**src/rtl/sram_req_arbiter_pkg.sv**
```systemverilog
// Shared encodings for the SRAM request arbiter: FSM states, grant ids and
// transfer sizes.
package sram_req_arbiter_pkg;

  typedef enum logic [1:0] {
    ARB_ST_IDLE = 2'd0,
    ARB_ST_ADDR = 2'd1,
    ARB_ST_DATA = 2'd2
  } arb_state_e;

  typedef enum logic {
    ARB_GNT_INST = 1'b0,
    ARB_GNT_DATA = 1'b1
  } arb_gnt_e;

  typedef enum logic [1:0] {
    SIZE_B = 2'd0,
    SIZE_H = 2'd1,
    SIZE_W = 2'd2
  } mem_size_e;

  function automatic arb_gnt_e other_gnt(input arb_gnt_e g);
    return (g == ARB_GNT_INST) ? ARB_GNT_DATA : ARB_GNT_INST;
  endfunction

endpackage

```
**src/rtl/sram_req_arbiter_pick.sv**
```systemverilog
// Combinational winner selector. Fixed data-over-inst priority by default;
// alternating priority when ARB_ROUND_ROBIN_EN is defined.
module sram_arb_pick
  import sram_req_arbiter_pkg::*;
(
  input  logic     inst_req,
  input  logic     data_req,
  input  arb_gnt_e last_grant,
  output logic     any_req,
  output arb_gnt_e winner
);

`ifdef ARB_ROUND_ROBIN_EN
  always_comb begin
    any_req = inst_req | data_req;
    winner  = data_req ? ARB_GNT_DATA : ARB_GNT_INST;
    // On a tie, whoever lost last time goes first.
    if (inst_req && data_req) begin
      winner = other_gnt(last_grant);
    end
  end
`else
  logic unused_last_grant;
  assign unused_last_grant = last_grant;

  // Data belongs to the older instruction, so it always wins a tie.
  always_comb begin
    any_req = inst_req | data_req;
    winner  = data_req ? ARB_GNT_DATA : ARB_GNT_INST;
  end
`endif

endmodule

```
**src/rtl/sram_req_arbiter.sv**
```systemverilog
// Shares one SRAM-like port between IF and EXE with one transaction in flight.
// Optional alternating priority: define ARB_ROUND_ROBIN_EN.
module sram_req_arbiter
  import sram_req_arbiter_pkg::*;
#(
  parameter int ADDR_W = 32,
  parameter int DATA_W = 32
) (
  input  logic                clk,
  input  logic                resetn,
  input  logic                inst_req,
  input  logic                inst_wr,
  input  logic [1:0]          inst_size,
  input  logic [ADDR_W-1:0]   inst_addr,
  input  logic [DATA_W/8-1:0] inst_wstrb,
  input  logic [DATA_W-1:0]   inst_wdata,
  output logic                inst_addr_ok,
  output logic                inst_data_ok,
  output logic [DATA_W-1:0]   inst_rdata,
  input  logic                data_req,
  input  logic                data_wr,
  input  logic [1:0]          data_size,
  input  logic [ADDR_W-1:0]   data_addr,
  input  logic [DATA_W/8-1:0] data_wstrb,
  input  logic [DATA_W-1:0]   data_wdata,
  output logic                data_addr_ok,
  output logic                data_data_ok,
  output logic [DATA_W-1:0]   data_rdata,
  output logic                mem_req,
  output logic                mem_wr,
  output logic [1:0]          mem_size,
  output logic [ADDR_W-1:0]   mem_addr,
  output logic [DATA_W/8-1:0] mem_wstrb,
  output logic [DATA_W-1:0]   mem_wdata,
  input  logic                mem_addr_ok,
  input  logic                mem_data_ok,
  input  logic [DATA_W-1:0]   mem_rdata
);

  localparam int STRB_W = DATA_W / 8;

  arb_state_e          state_q, state_d;
  arb_gnt_e            grant_q, grant_d;
  logic                mem_req_q, mem_req_d;
  logic                wr_q, wr_d;
  logic [1:0]          size_q, size_d;
  logic [ADDR_W-1:0]   addr_q, addr_d;
  logic [STRB_W-1:0]   wstrb_q, wstrb_d;
  logic [DATA_W-1:0]   wdata_q, wdata_d;

  logic                any_req;
  arb_gnt_e            winner;
  arb_gnt_e            last_grant;

`ifdef ARB_ROUND_ROBIN_EN
  arb_gnt_e            last_grant_q, last_grant_d;
  assign last_grant = last_grant_q;
`else
  assign last_grant = ARB_GNT_INST;
`endif

  sram_arb_pick u_pick (
    .inst_req   (inst_req),
    .data_req   (data_req),
    .last_grant (last_grant),
    .any_req    (any_req),
    .winner     (winner)
  );

  logic                sel_wr;
  logic [1:0]          sel_size;
  logic [ADDR_W-1:0]   sel_addr;
  logic [STRB_W-1:0]   sel_wstrb;
  logic [DATA_W-1:0]   sel_wdata;

  always_comb begin
    sel_wr    = inst_wr;
    sel_size  = inst_size;
    sel_addr  = inst_addr;
    sel_wstrb = inst_wstrb;
    sel_wdata = inst_wdata;
    if (winner == ARB_GNT_DATA) begin
      sel_wr    = data_wr;
      sel_size  = data_size;
      sel_addr  = data_addr;
      sel_wstrb = data_wstrb;
      sel_wdata = data_wdata;
    end
  end

  always_comb begin
    state_d = state_q;
    grant_d = grant_q;
    wr_d    = wr_q;
    size_d  = size_q;
    addr_d  = addr_q;
    wstrb_d = wstrb_q;
    wdata_d = wdata_q;
`ifdef ARB_ROUND_ROBIN_EN
    last_grant_d = last_grant_q;
`endif
    case (state_q)
      ARB_ST_IDLE: begin
        // Latch the winner's fields so the requester may move on after addr_ok.
        if (any_req) begin
          state_d = ARB_ST_ADDR;
          grant_d = winner;
          wr_d    = sel_wr;
          size_d  = sel_size;
          addr_d  = sel_addr;
          wstrb_d = sel_wstrb;
          wdata_d = sel_wdata;
`ifdef ARB_ROUND_ROBIN_EN
          last_grant_d = winner;
`endif
        end
      end
      ARB_ST_ADDR: begin
        if (mem_addr_ok) begin
          state_d = ARB_ST_DATA;
        end
      end
      ARB_ST_DATA: begin
        if (mem_data_ok) begin
          state_d = ARB_ST_IDLE;
        end
      end
      default: state_d = ARB_ST_IDLE;
    endcase
    mem_req_d = (state_d == ARB_ST_ADDR);
  end

  always_ff @(posedge clk or negedge resetn) begin
    if (!resetn) begin
      state_q   <= ARB_ST_IDLE;
      grant_q   <= ARB_GNT_INST;
      mem_req_q <= 1'b0;
      wr_q      <= 1'b0;
      size_q    <= '0;
      addr_q    <= '0;
      wstrb_q   <= '0;
      wdata_q   <= '0;
`ifdef ARB_ROUND_ROBIN_EN
      last_grant_q <= ARB_GNT_INST;
`endif
    end else begin
      state_q   <= state_d;
      grant_q   <= grant_d;
      mem_req_q <= mem_req_d;
      wr_q      <= wr_d;
      size_q    <= size_d;
      addr_q    <= addr_d;
      wstrb_q   <= wstrb_d;
      wdata_q   <= wdata_d;
`ifdef ARB_ROUND_ROBIN_EN
      last_grant_q <= last_grant_d;
`endif
    end
  end

  assign mem_req   = mem_req_q;
  assign mem_wr    = wr_q;
  assign mem_size  = size_q;
  assign mem_addr  = addr_q;
  assign mem_wstrb = wstrb_q;
  assign mem_wdata = wdata_q;

  // Handshakes are combinational so the requester sees them in the same cycle.
  logic in_data;
  assign in_data = (state_q == ARB_ST_DATA);

  assign inst_addr_ok = mem_req_q && (grant_q == ARB_GNT_INST) && mem_addr_ok;
  assign data_addr_ok = mem_req_q && (grant_q == ARB_GNT_DATA) && mem_addr_ok;
  assign inst_data_ok = in_data && (grant_q == ARB_GNT_INST) && mem_data_ok;
  assign data_data_ok = in_data && (grant_q == ARB_GNT_DATA) && mem_data_ok;

  assign inst_rdata = mem_rdata;
  assign data_rdata = mem_rdata;

endmodule

```
**config.mk**
```make
export PLATFORM = sky130hd
export DESIGN_NAME = sram_req_arbiter
export DESIGN_NICKNAME = d
export VERILOG_FILES = /design/src/rtl/sram_req_arbiter_pkg.sv /design/src/rtl/sram_req_arbiter_pick.sv /design/src/rtl/sram_req_arbiter.sv
export SDC_FILE = /design/constraint.sdc
export NUM_CORES = 1
export LEC_CHECK = 0
export BUFFER_PORTS_ARGS = -buffer_cell sky130_fd_sc_hd__buf_2
export CELL_PAD_IN_SITES_DETAIL_PLACEMENT = 2
export CELL_PAD_IN_SITES_GLOBAL_PLACEMENT = 2
export CORE_ASPECT_RATIO = 0.6
export CORE_MARGIN = 10
export CORE_UTILIZATION = 27
export CTS_BUF_LIST = sky130_fd_sc_hd__clkbuf_8
export DETAILED_ROUTE_END_ITERATION = 8
export PLACE_DENSITY_LB_ADDON = 0.05
export SYNTH_ARGS = -nofsm -noshare
export SYNTH_HDL_FRONTEND = slang
export SYNTH_SLANG_ARGS = --single-unit
```
**constraint.sdc**
```tcl
create_clock -name clk -period 2.6 [get_ports clk]
set_clock_uncertainty 0.05 [all_clocks]
set_input_delay 0.13 -clock clk [delete_from_list [all_inputs] [get_ports clk]]
set_output_delay 0.13 -clock clk [all_outputs]
set_load 0.05 [all_outputs]
```
==> flow_summary.toml, run 1 <==
[outcome]
status = "complete, no violations"

[layout]
area_growth_pct = 24.3
stdcell_area_mm2 = 0.00561
regArea_mm2 = 0.00188
layout_common_cells = "221 x buf_2, 75 x dfrtp_1, 74 x mux2_2, 68 x mux2_4, 10 x clkbuf_8"
fin_nets = 655
drive_gt1_share_pct = 81.2
fin_util_pct = 34.4
multiInputGateArea_mm2 = 0.00196
fillerInstances = 1779
layout_commonest_cell = "buf_2"
antenna_cells = 0
finalNonFillerCells = 707

[sta]
layout_setup_ws_ps = 875
grt_setup_unrepaired = "no"
fin_crit_ps = 1730
setup_viol_count_final = 0
hold_violations = 0
slew_violations = 0
max_slew_margin_pct = 69.0
timing.final.crit_share_pct = 66.4
max_freq_mhz = 580
tightest_slew_ps = 465
timing.hold.ws_ps = 41.7
fin_tns_setup_ps = 0

[routing]
post_drt_wl_per_cell_um = 20.2
via_per_inst = 4.16
first_iter_violations = 72
totalWireLength_um = 14300
antenna_left = 0
first_pass_iters = 3
drc_errors = 0
routed-via-count = 2940

[worst_setup_path]
critPathSlowestCell = "dfrtp_1"
rr_endpoint = "mem_wdata[10]$_DFFE_PN0P_"
max_stage_delay_ps = 430
arrival_ps = 1910
crit_required_ps = 2780
crit_type = "register to register"
crit_fanout = 14
critPathLaunchType = "register"
r2r_slack_ps = 870
path_cells = "nor2_2 > o21a_4 > buf_4 > mux2_4"
reg2reg_from = "state_q[1]$_DFF_PN0_"
worst_setup_path_end_kind = "register"
reg2regPathDepth = 4

[clock_network]
post_cts_buffers = 0
cts_resized = 0
numCtsBuffers = 9
cts_buffer_depth = 2
clk_pin_slew_worst_paths_ps = 80
cts_tree = "built"
root_buffer = "clkbuf_8"
clock_sinks = 75
hold_buffers = 2
clk_latency_ps = 350
htree_levels = 3

[yosys]
avgSynthCellArea_um2 = 14.5
postSynthCellCount = 312
synth_seq_cells = 75
syn-cell-area_mm2 = 0.00452
ys_seq_area_share_pct = 41.6
synth_nets = 492
yosysWarnings = 0
synth_cell_types = 20

[worst_hold_path]
worstHoldPathType = "input port to register"
min-delay-start = "inst_req"
hold_depth = 3
min_to = "grant_q$_DFFE_PN0P_"

[global_routing]
grt_pass1_wl_um = 21800
grt-ovfl-total = 0
grt_util_all_layers_pct = 12.6
antenna_found_initial = 1
grt_max_degree = 43
grt_pass1_vias = 3531

[power]
p_per_area_mw_per_mm2 = 1460
peakVddDrop_v = 0.000325
p_leak_nw = 2.81
finalPower_mw = 8.18

[place]
portBuffers = 223
dp_slack_ps = 846
gp_congestion = 0.693
dp.final_hpwl_um = 11500
dp.cells = 690
placed_area_mm2 = 0.00533

[die]
fp.dieArea_mm2 = 0.0225
dieHeight_um = 120
initial_core_util_pct = 27.7
core_area_mm2 = 0.0163
ios = 320
num_rows = 36
fp.dieW_um = 187

[flow_run]
max-cap-violations = 0
==> how the worst max path moves through the flow <==
stage	start	endpoint	slack (ps)
5_1_grt	state_q[1]$_DFF_PN0_	mem_addr[6]$_DFFE_PN0P_	770
2_1_floorplan	state_q[0]$_DFF_PN0_	inst_data_ok	720
3_3_place_gp	state_q[1]$_DFF_PN0_	mem_wdata[28]$_DFFE_PN0P_	910
6_report	state_q[1]$_DFF_PN0_	mem_wdata[10]$_DFFE_PN0P_	870
4_1_cts	state_q[1]$_DFF_PN0_	mem_addr[7]$_DFFE_PN0P_	850
3_5_place_dp	state_q[1]$_DFF_PN0_	mem_addr[6]$_DFFE_PN0P_	850
==> cell type report <==
| cell class | count | share of cell area, % |
|---|---|---|
| Clock inverter | 5 | 2.23 |
| Timing Repair Buffer | 232 | 21.9 |
| Sequential cell | 75 | 33.4 |
| Multi-Input combinational cell | 157 | 34.9 |
| Tap cell | 228 | 5.08 |
| Clock buffer | 10 | 2.45 |
==> metal layers <==
| metal | wire length, µm | GRT usage [%] |
|---|---|---|
| met5 | 13 | 0 |
| met1 | 6640 | 15.9 |
| met2 | 5870 | 17.9 |
| met3 | 1610 | 7.52 |
| met4 | 125 | 3.11 |
==> flip-flops by register name, summed over array words and instances (netlist names) <==
name and flops:
mem_wstrb 4, mem_req 1, mem_size 2, mem_wdata 32, grant_q 1, state_q 2
mem_addr 32, mem_wr 1
==> cell usage after synthesis, drive strengths merged <==
cell	count	share of area, %
mux2	142	41
buf	80	15
dfrtp	75	42
nand2	2	0.17
nor2	2	0.22
nor3b	2	0.33
or2	2	0.28
a22o	1	0.19
and3	1	0.14
and4b	1	0.22
nand2b	1	0.14
nand3b	1	0.17
o21a	1	0.33
o21ai	1	0.11
==> critical path: cells and delay by family, from the launching register on <==
kind            cells  cell delay [ps]
buf+inv             1              290
flops               1              430
compound gates      1              330
simple gates        1              190
mux                 1              320
==> cell families after synthesis <==
group                  Yosys count  share of synthesized area, %
multiplexers                   142                          41.1
buffers and inverters           80                          15.1
flip-flops                      75                          41.6
AND/OR/NAND/NOR                 12                          1.66
AO/OA/AOI/OAI                    3                         0.637
==> report_power, final <==
part | switching [mW] | internal, mW
logic | 3.15 | 1.72
clock network | 0.441 | 0.754
registers | 0.338 | 1.77
total | 3.93 | 4.25
(Power assumes the default switching activity.)
==> run 2: changes to the inputs <==
ABC_AREA = 1   (was default)
CORE_UTILIZATION = 19   (was 27)
clock period = 1.74 ns   (was 2.6 ns; I/O delays follow)
==> run 2 against run 1 <==
Count of clock-buffer cells in the layout fell by 1. Clock power is essentially flat. Cell count increased by 64%. Sequential share of layout area fell by 3.8 points. Non-clock buffer count up 100. Highest routed layer is now met4. Register-to-register slack lost 580 ps. Flip-flop and latch count unchanged. Final area up 13%. Critical path depth is the same.
==> flow_summary.toml, run 2 <==
[outcome]
status = "complete, no violations"

[die]
initial_core_util_pct = 19.3
ios = 320
num_rows = 42
fp.dieW_um = 213
core_area_mm2 = 0.0220
dieHeight_um = 136
fp.dieArea_mm2 = 0.0288

[yosys]
synth_flop_cell = "dfrtp_1"
yosysTopAreaCell = "dfrtp_1"
synth_most_common_cell = "nand2_1"
yosys-top-cells-count = "435 x nand2_1, 75 x dfrtp_1, 71 x buf_4"
synth_seq_cells = 75
synth_top_area_share_pct = 44.4
async_flop_share_pct = 100
ys_seq_area_share_pct = 44.4
yosys-top-cells-area = "dfrtp_1 44%, nand2_1 39%, buf_4 13%, buf_2 1.8%, clkbuf_1 0.71%"
synth_edf_count = 0
synth_cell_types = 12
yosysWarnings = 0
avgSynthCellArea_um2 = 6.80
syn-cell-area_mm2 = 0.00423
postSynthCellCount = 622
synth_nets = 802

[worst_setup_path]
crit_start = "state_q[0]$_DFF_PN0_"
crit_fanout = 4
critPathLaunchType = "register"
worst_setup_path_end_kind = "output pin"
path_depth = 4
endpoint = "inst_data_ok"
reg2reg_from = "state_q[0]$_DFF_PN0_"
crit_type = "register to output pin"
rr_endpoint = "state_q[1]$_DFF_PN0_"
critPathSlowestCell = "dfrtp_1"
arrival_ps = 1420
path_cells = "inv_1 > nand2_1 > nor3_1 > buf_2"
crit_required_ps = 1600
r2r_slack_ps = 290
crit_buf_inv = 2
reg2regPathDepth = 4
max_stage_delay_ps = 410
critPathTopFamily = "flip-flops"

[place]
placed_area_mm2 = 0.00517
dp.cells = 1047
dp.final_hpwl_um = 15000
dp_slack_ps = 360
portBuffers = 223
gp_congestion = 0.735

[sta]
setup_viol_count_final = 0
hold_violations = 0
timing.final.crit_share_pct = 89.3
slew_violations = 0
grt_setup_unrepaired = "no"
tightest_slew_ps = 549
max_slew_margin_pct = 63.4
layout_setup_ws_ps = 186
fin_crit_ps = 1550
max_freq_mhz = 644

[clock_network]
post_cts_buffers = 0
hold_buffers = 99
clock_sinks = 75
cts_buffer_depth = 2
cts_tree = "built"
clk_latency_ps = 340
htree_levels = 3
cts_resized = 0
root_buffer = "clkbuf_8"
numCtsBuffers = 9
clk_pin_slew_worst_paths_ps = 80

[layout]
antenna_cells = 0
drive_gt1_share_pct = 28.7
fillerInstances = 2642
stdcell_area_mm2 = 0.00633
area_growth_pct = 49.7
regArea_mm2 = 0.00188
layout_commonest_cell = "nand2_1"
layout_common_cells = "434 x nand2_1, 222 x buf_2, 99 x dlygate4sd3_1, 75 x dfrtp_1"
finalNonFillerCells = 1162
multiInputGateArea_mm2 = 0.00169
fin_nets = 1051

[routing]
first_pass_iters = 4
post_drt_wl_per_cell_um = 16.8
drc_errors = 0
via_per_inst = 3.99
routed-via-count = 4640
antenna_left = 0
totalWireLength_um = 19500
first_iter_violations = 213

[global_routing]
grt_pass1_wl_um = 31200
grt_max_degree = 46
antenna_found_initial = 0
grt-ovfl-total = 0
grt_pass1_vias = 5417
grt_util_all_layers_pct = 13.6

[power]
clock_power_share_pct = 11.4
swShare_pct = 57.1
pwr-share-comb_pct = 59.7
p_leak_nw = 3.74
peakVddDrop_v = 0.000470
power.net_switching_mw = 6.06
intPower_mw = 4.55
p_per_area_mw_per_mm2 = 1680
seqPwrFrac_pct = 28.9

[worst_hold_path]
hold_depth = 5
worstHoldPathType = "input port to register"

[flow_run]
max-cap-violations = 0
-- run 2: cell families after synthesis --
group           synth area share [%]
buf+inv                         15.8
compound gates                 0.118
simple gates                    39.7
flops                           44.4
-- run 2: per-stage QoR --
step	setup TNS, ps	util, %	hold WS [ps]	total power [mW]
after detailed placement	0	23.5	71.2	9.38
after floorplan	-339	-	-259	7.78
after global routing	0	28.8	19.2	11.5
after global placement	0	23.5	57.3	9.22
final	0	28.8	13.8	10.6
after CTS	0	28.8	0.535	10.9
-- run 2: area by class of cell --
class / instances / area share [%]
clock buffer: 9 / 1.96
inverter: 8 / 0.474
multi-input combinational: 445 / 26.7
tap: 286 / 5.65
timing repair buffer: 332 / 34.9
clock inverter: 7 / 0.731
sequential: 75 / 29.6
-- run 2: worst min path at each step --
stage / slack [ps] / from / to
detailed placement: 70 / resetn / mem_addr[0]$_DFFE_PN0P_
global placement: 60 / resetn / mem_addr[0]$_DFFE_PN0P_
floorplan: -260 / resetn / grant_q$_DFFE_PN0P_
CTS: 0.5 / data_wstrb[2] / mem_wstrb[2]$_DFFE_PN0P_
finish: 10 / data_wdata[23] / mem_wdata[23]$_DFFE_PN0P_
global route: 20 / inst_wdata[4] / mem_wdata[4]$_DFFE_PN0P_
-- run 2: worst register-to-register path, cell delays in order, from the launching register on --
cell           delay, ps
dfrtp_1              410
inv_1                 90
nand2_1              100
o21ai_0              170
dlygate4sd3_1        570
-- run 2: power by group through the flow --
stage | registers, mW | logic, mW | clock network, mW
CTS | 3.09 | 6.50 | 1.30
finish | 3.06 | 6.34 | 1.21
floorplan | 5.75 | 2.04 | 0
global route | 3.18 | 6.91 | 1.36
detailed placement | 3.10 | 6.28 | 0
global placement | 3.07 | 6.16 | 0
-- run 2: layer usage --
| metal | share of wire [%] | global-route usage [%] |
|---|---|---|
| met2 | 44 | 21.1 |
| met3 | 7.9 | 5.48 |
| met4 | 0.74 | 2.13 |
| met5 | 0 | 0 |
| met1 | 48 | 17.8 |
==> run 3: changes to the inputs <==
ABC_AREA = default   (was 1)
CORE_UTILIZATION = 25   (was 19)
==> run 3 against run 2 <==
First-iteration DRC count decreased by 66%. Sequential power increased by 3%. Cell count decreased by 38%. Critical endpoint is now mem_wdata[10]$_DFFE_PN0P_. Critical path type is now register to register. Flip-flop and latch count unchanged. Combinational power increased by 15%. Non-clock buffer count decreased by 98. Setup slack got worse by 74 ps.
==> flow_summary.toml, run 3 (synthesized netlist as in run 1, its figures left out) <==
[outcome]
status = "complete, no violations"

[worst_setup_path]
reg2regPathDepth = 4
crit_fanout = 30
reg2reg_from = "state_q[1]$_DFF_PN0_"
critPathTopFamily = "flip-flops"
crit_buf_inv = 1
path_cells = "nor2_2 > o21a_4 > buf_12 > mux2_4"
max_stage_delay_ps = 430
path_depth = 4
crit_required_ps = 1920
arrival_ps = 1810
critPathLaunchType = "register"
crit_start = "state_q[1]$_DFF_PN0_"
worst_setup_path_end_kind = "register"
crit_type = "register to register"
critPathSlowestCell = "dfrtp_1"

[layout]
layout_commonest_cell = "buf_2"
drive_gt1_share_pct = 81.1
layout_common_cells = "221 x buf_2, 75 x dfrtp_1, 74 x mux2_2, 68 x mux2_4, 10 x clkbuf_8"
antenna_cells = 0
area_growth_pct = 25.3
stdcell_area_mm2 = 0.00566
fin_nets = 657

[die]
fp.dieW_um = 194
ios = 320
dieHeight_um = 124
num_rows = 37
core_area_mm2 = 0.0174
initial_core_util_pct = 25.9
fp.dieArea_mm2 = 0.0240

[power]
p_leak_nw = 2.83
finalPower_mw = 12.1
peakVddDrop_v = 0.000478
p_per_area_mw_per_mm2 = 2140

[clock_network]
clk_latency_ps = 340
cts_resized = 0
root_buffer = "clkbuf_8"
htree_levels = 3
hold_buffers = 3
numCtsBuffers = 9
clk_pin_slew_worst_paths_ps = 70
post_cts_buffers = 0
cts_buffer_depth = 2
cts_tree = "built"
clock_sinks = 75

[global_routing]
grt_pass1_wl_um = 21900
antenna_found_initial = 0
grt_max_degree = 37
grt_util_all_layers_pct = 11.8
grt-ovfl-total = 0
grt_pass1_vias = 3492

[routing]
antenna_left = 0
routed-via-count = 2913
first_iter_violations = 72
totalWireLength_um = 14400
first_pass_iters = 4
via_per_inst = 4.07
post_drt_wl_per_cell_um = 20.1
drc_errors = 0

[worst_hold_path]
min-delay-start = "inst_req"
hold_depth = 3
worstHoldPathType = "input port to register"

[place]
portBuffers = 223
dp.final_hpwl_um = 11700
gp_congestion = 0.726
placed_area_mm2 = 0.00539

[sta]
tightest_slew_ps = 488
fin_tns_setup_ps = 0
slew_violations = 0
setup_viol_count_final = 0
fin_crit_ps = 1630
timing.final.crit_share_pct = 93.6
max_slew_margin_pct = 67.5
max_freq_mhz = 614
grt_setup_unrepaired = "no"
hold_violations = 0

[flow_run]
max-cap-violations = 0
## run 3: cell types whose count changed in the layout (fill, tap and decap cells not counted), moves of 5 or more
cell and delta:
nand2_1 -432, dlygate4sd3_1 -96, mux2_2 +74, mux2_4 +68, inv_1 -7, buf_4 -5
## run 3: cell type report
type | instances | area (µm²)
tap | 234 | 293
fill | 1910 | 11700
multi-input combinational | 157 | 1960
timing repair buffer | 234 | 1290
clock inverter | 5 | 103
clock buffer | 10 | 138
sequential | 75 | 1880
## run 3: tightest hold or removal path, stage by stage
cell and delay [ps]:
buf_2 110, nand2_1 60, a22o_1 130
## run 3: metal layers
layer  global-route usage (%)  routed length (µm)
met5                        0                   0
met4                     2.84                 116
met3                     7.11                1610
met1                     15.1                6840
met2                     16.5                5820
## run 3: final timing paths
kind                                                  end  slack (ps)
max in group asynchronous       mem_wdata[25]$_DFFE_PN0P_         850
worst max-delay path            mem_wdata[10]$_DFFE_PN0P_         110
worst min-delay path                  grant_q$_DFFE_PN0P_          40
min in group asynchronous        mem_addr[15]$_DFFE_PN0P_         190
worst min register to register    mem_addr[9]$_DFFE_PN0P_         460
worst max register to register  mem_wdata[10]$_DFFE_PN0P_         110
## run 3: metrics by stage
step | hold slack [ps] | cells | utilization [%] | setup slack [ps]
2_1_floorplan | -259 | 312 | - | 230
3_3_place_gp | 46.5 | 697 | 31.0 | 172
3_5_place_dp | 38.7 | 697 | 31.0 | 104
4_1_cts | 10.8 | 715 | 32.5 | 84.2
5_1_grt | 15.8 | 715 | 32.5 | 28.2
6_report | 37.0 | 715 | 32.5 | 112
## run 3: report_power, final
group          internal, mW  switching (mW)
Sequential             2.65           0.512
Clock                 0.982           0.654
Combinational          2.63            4.70
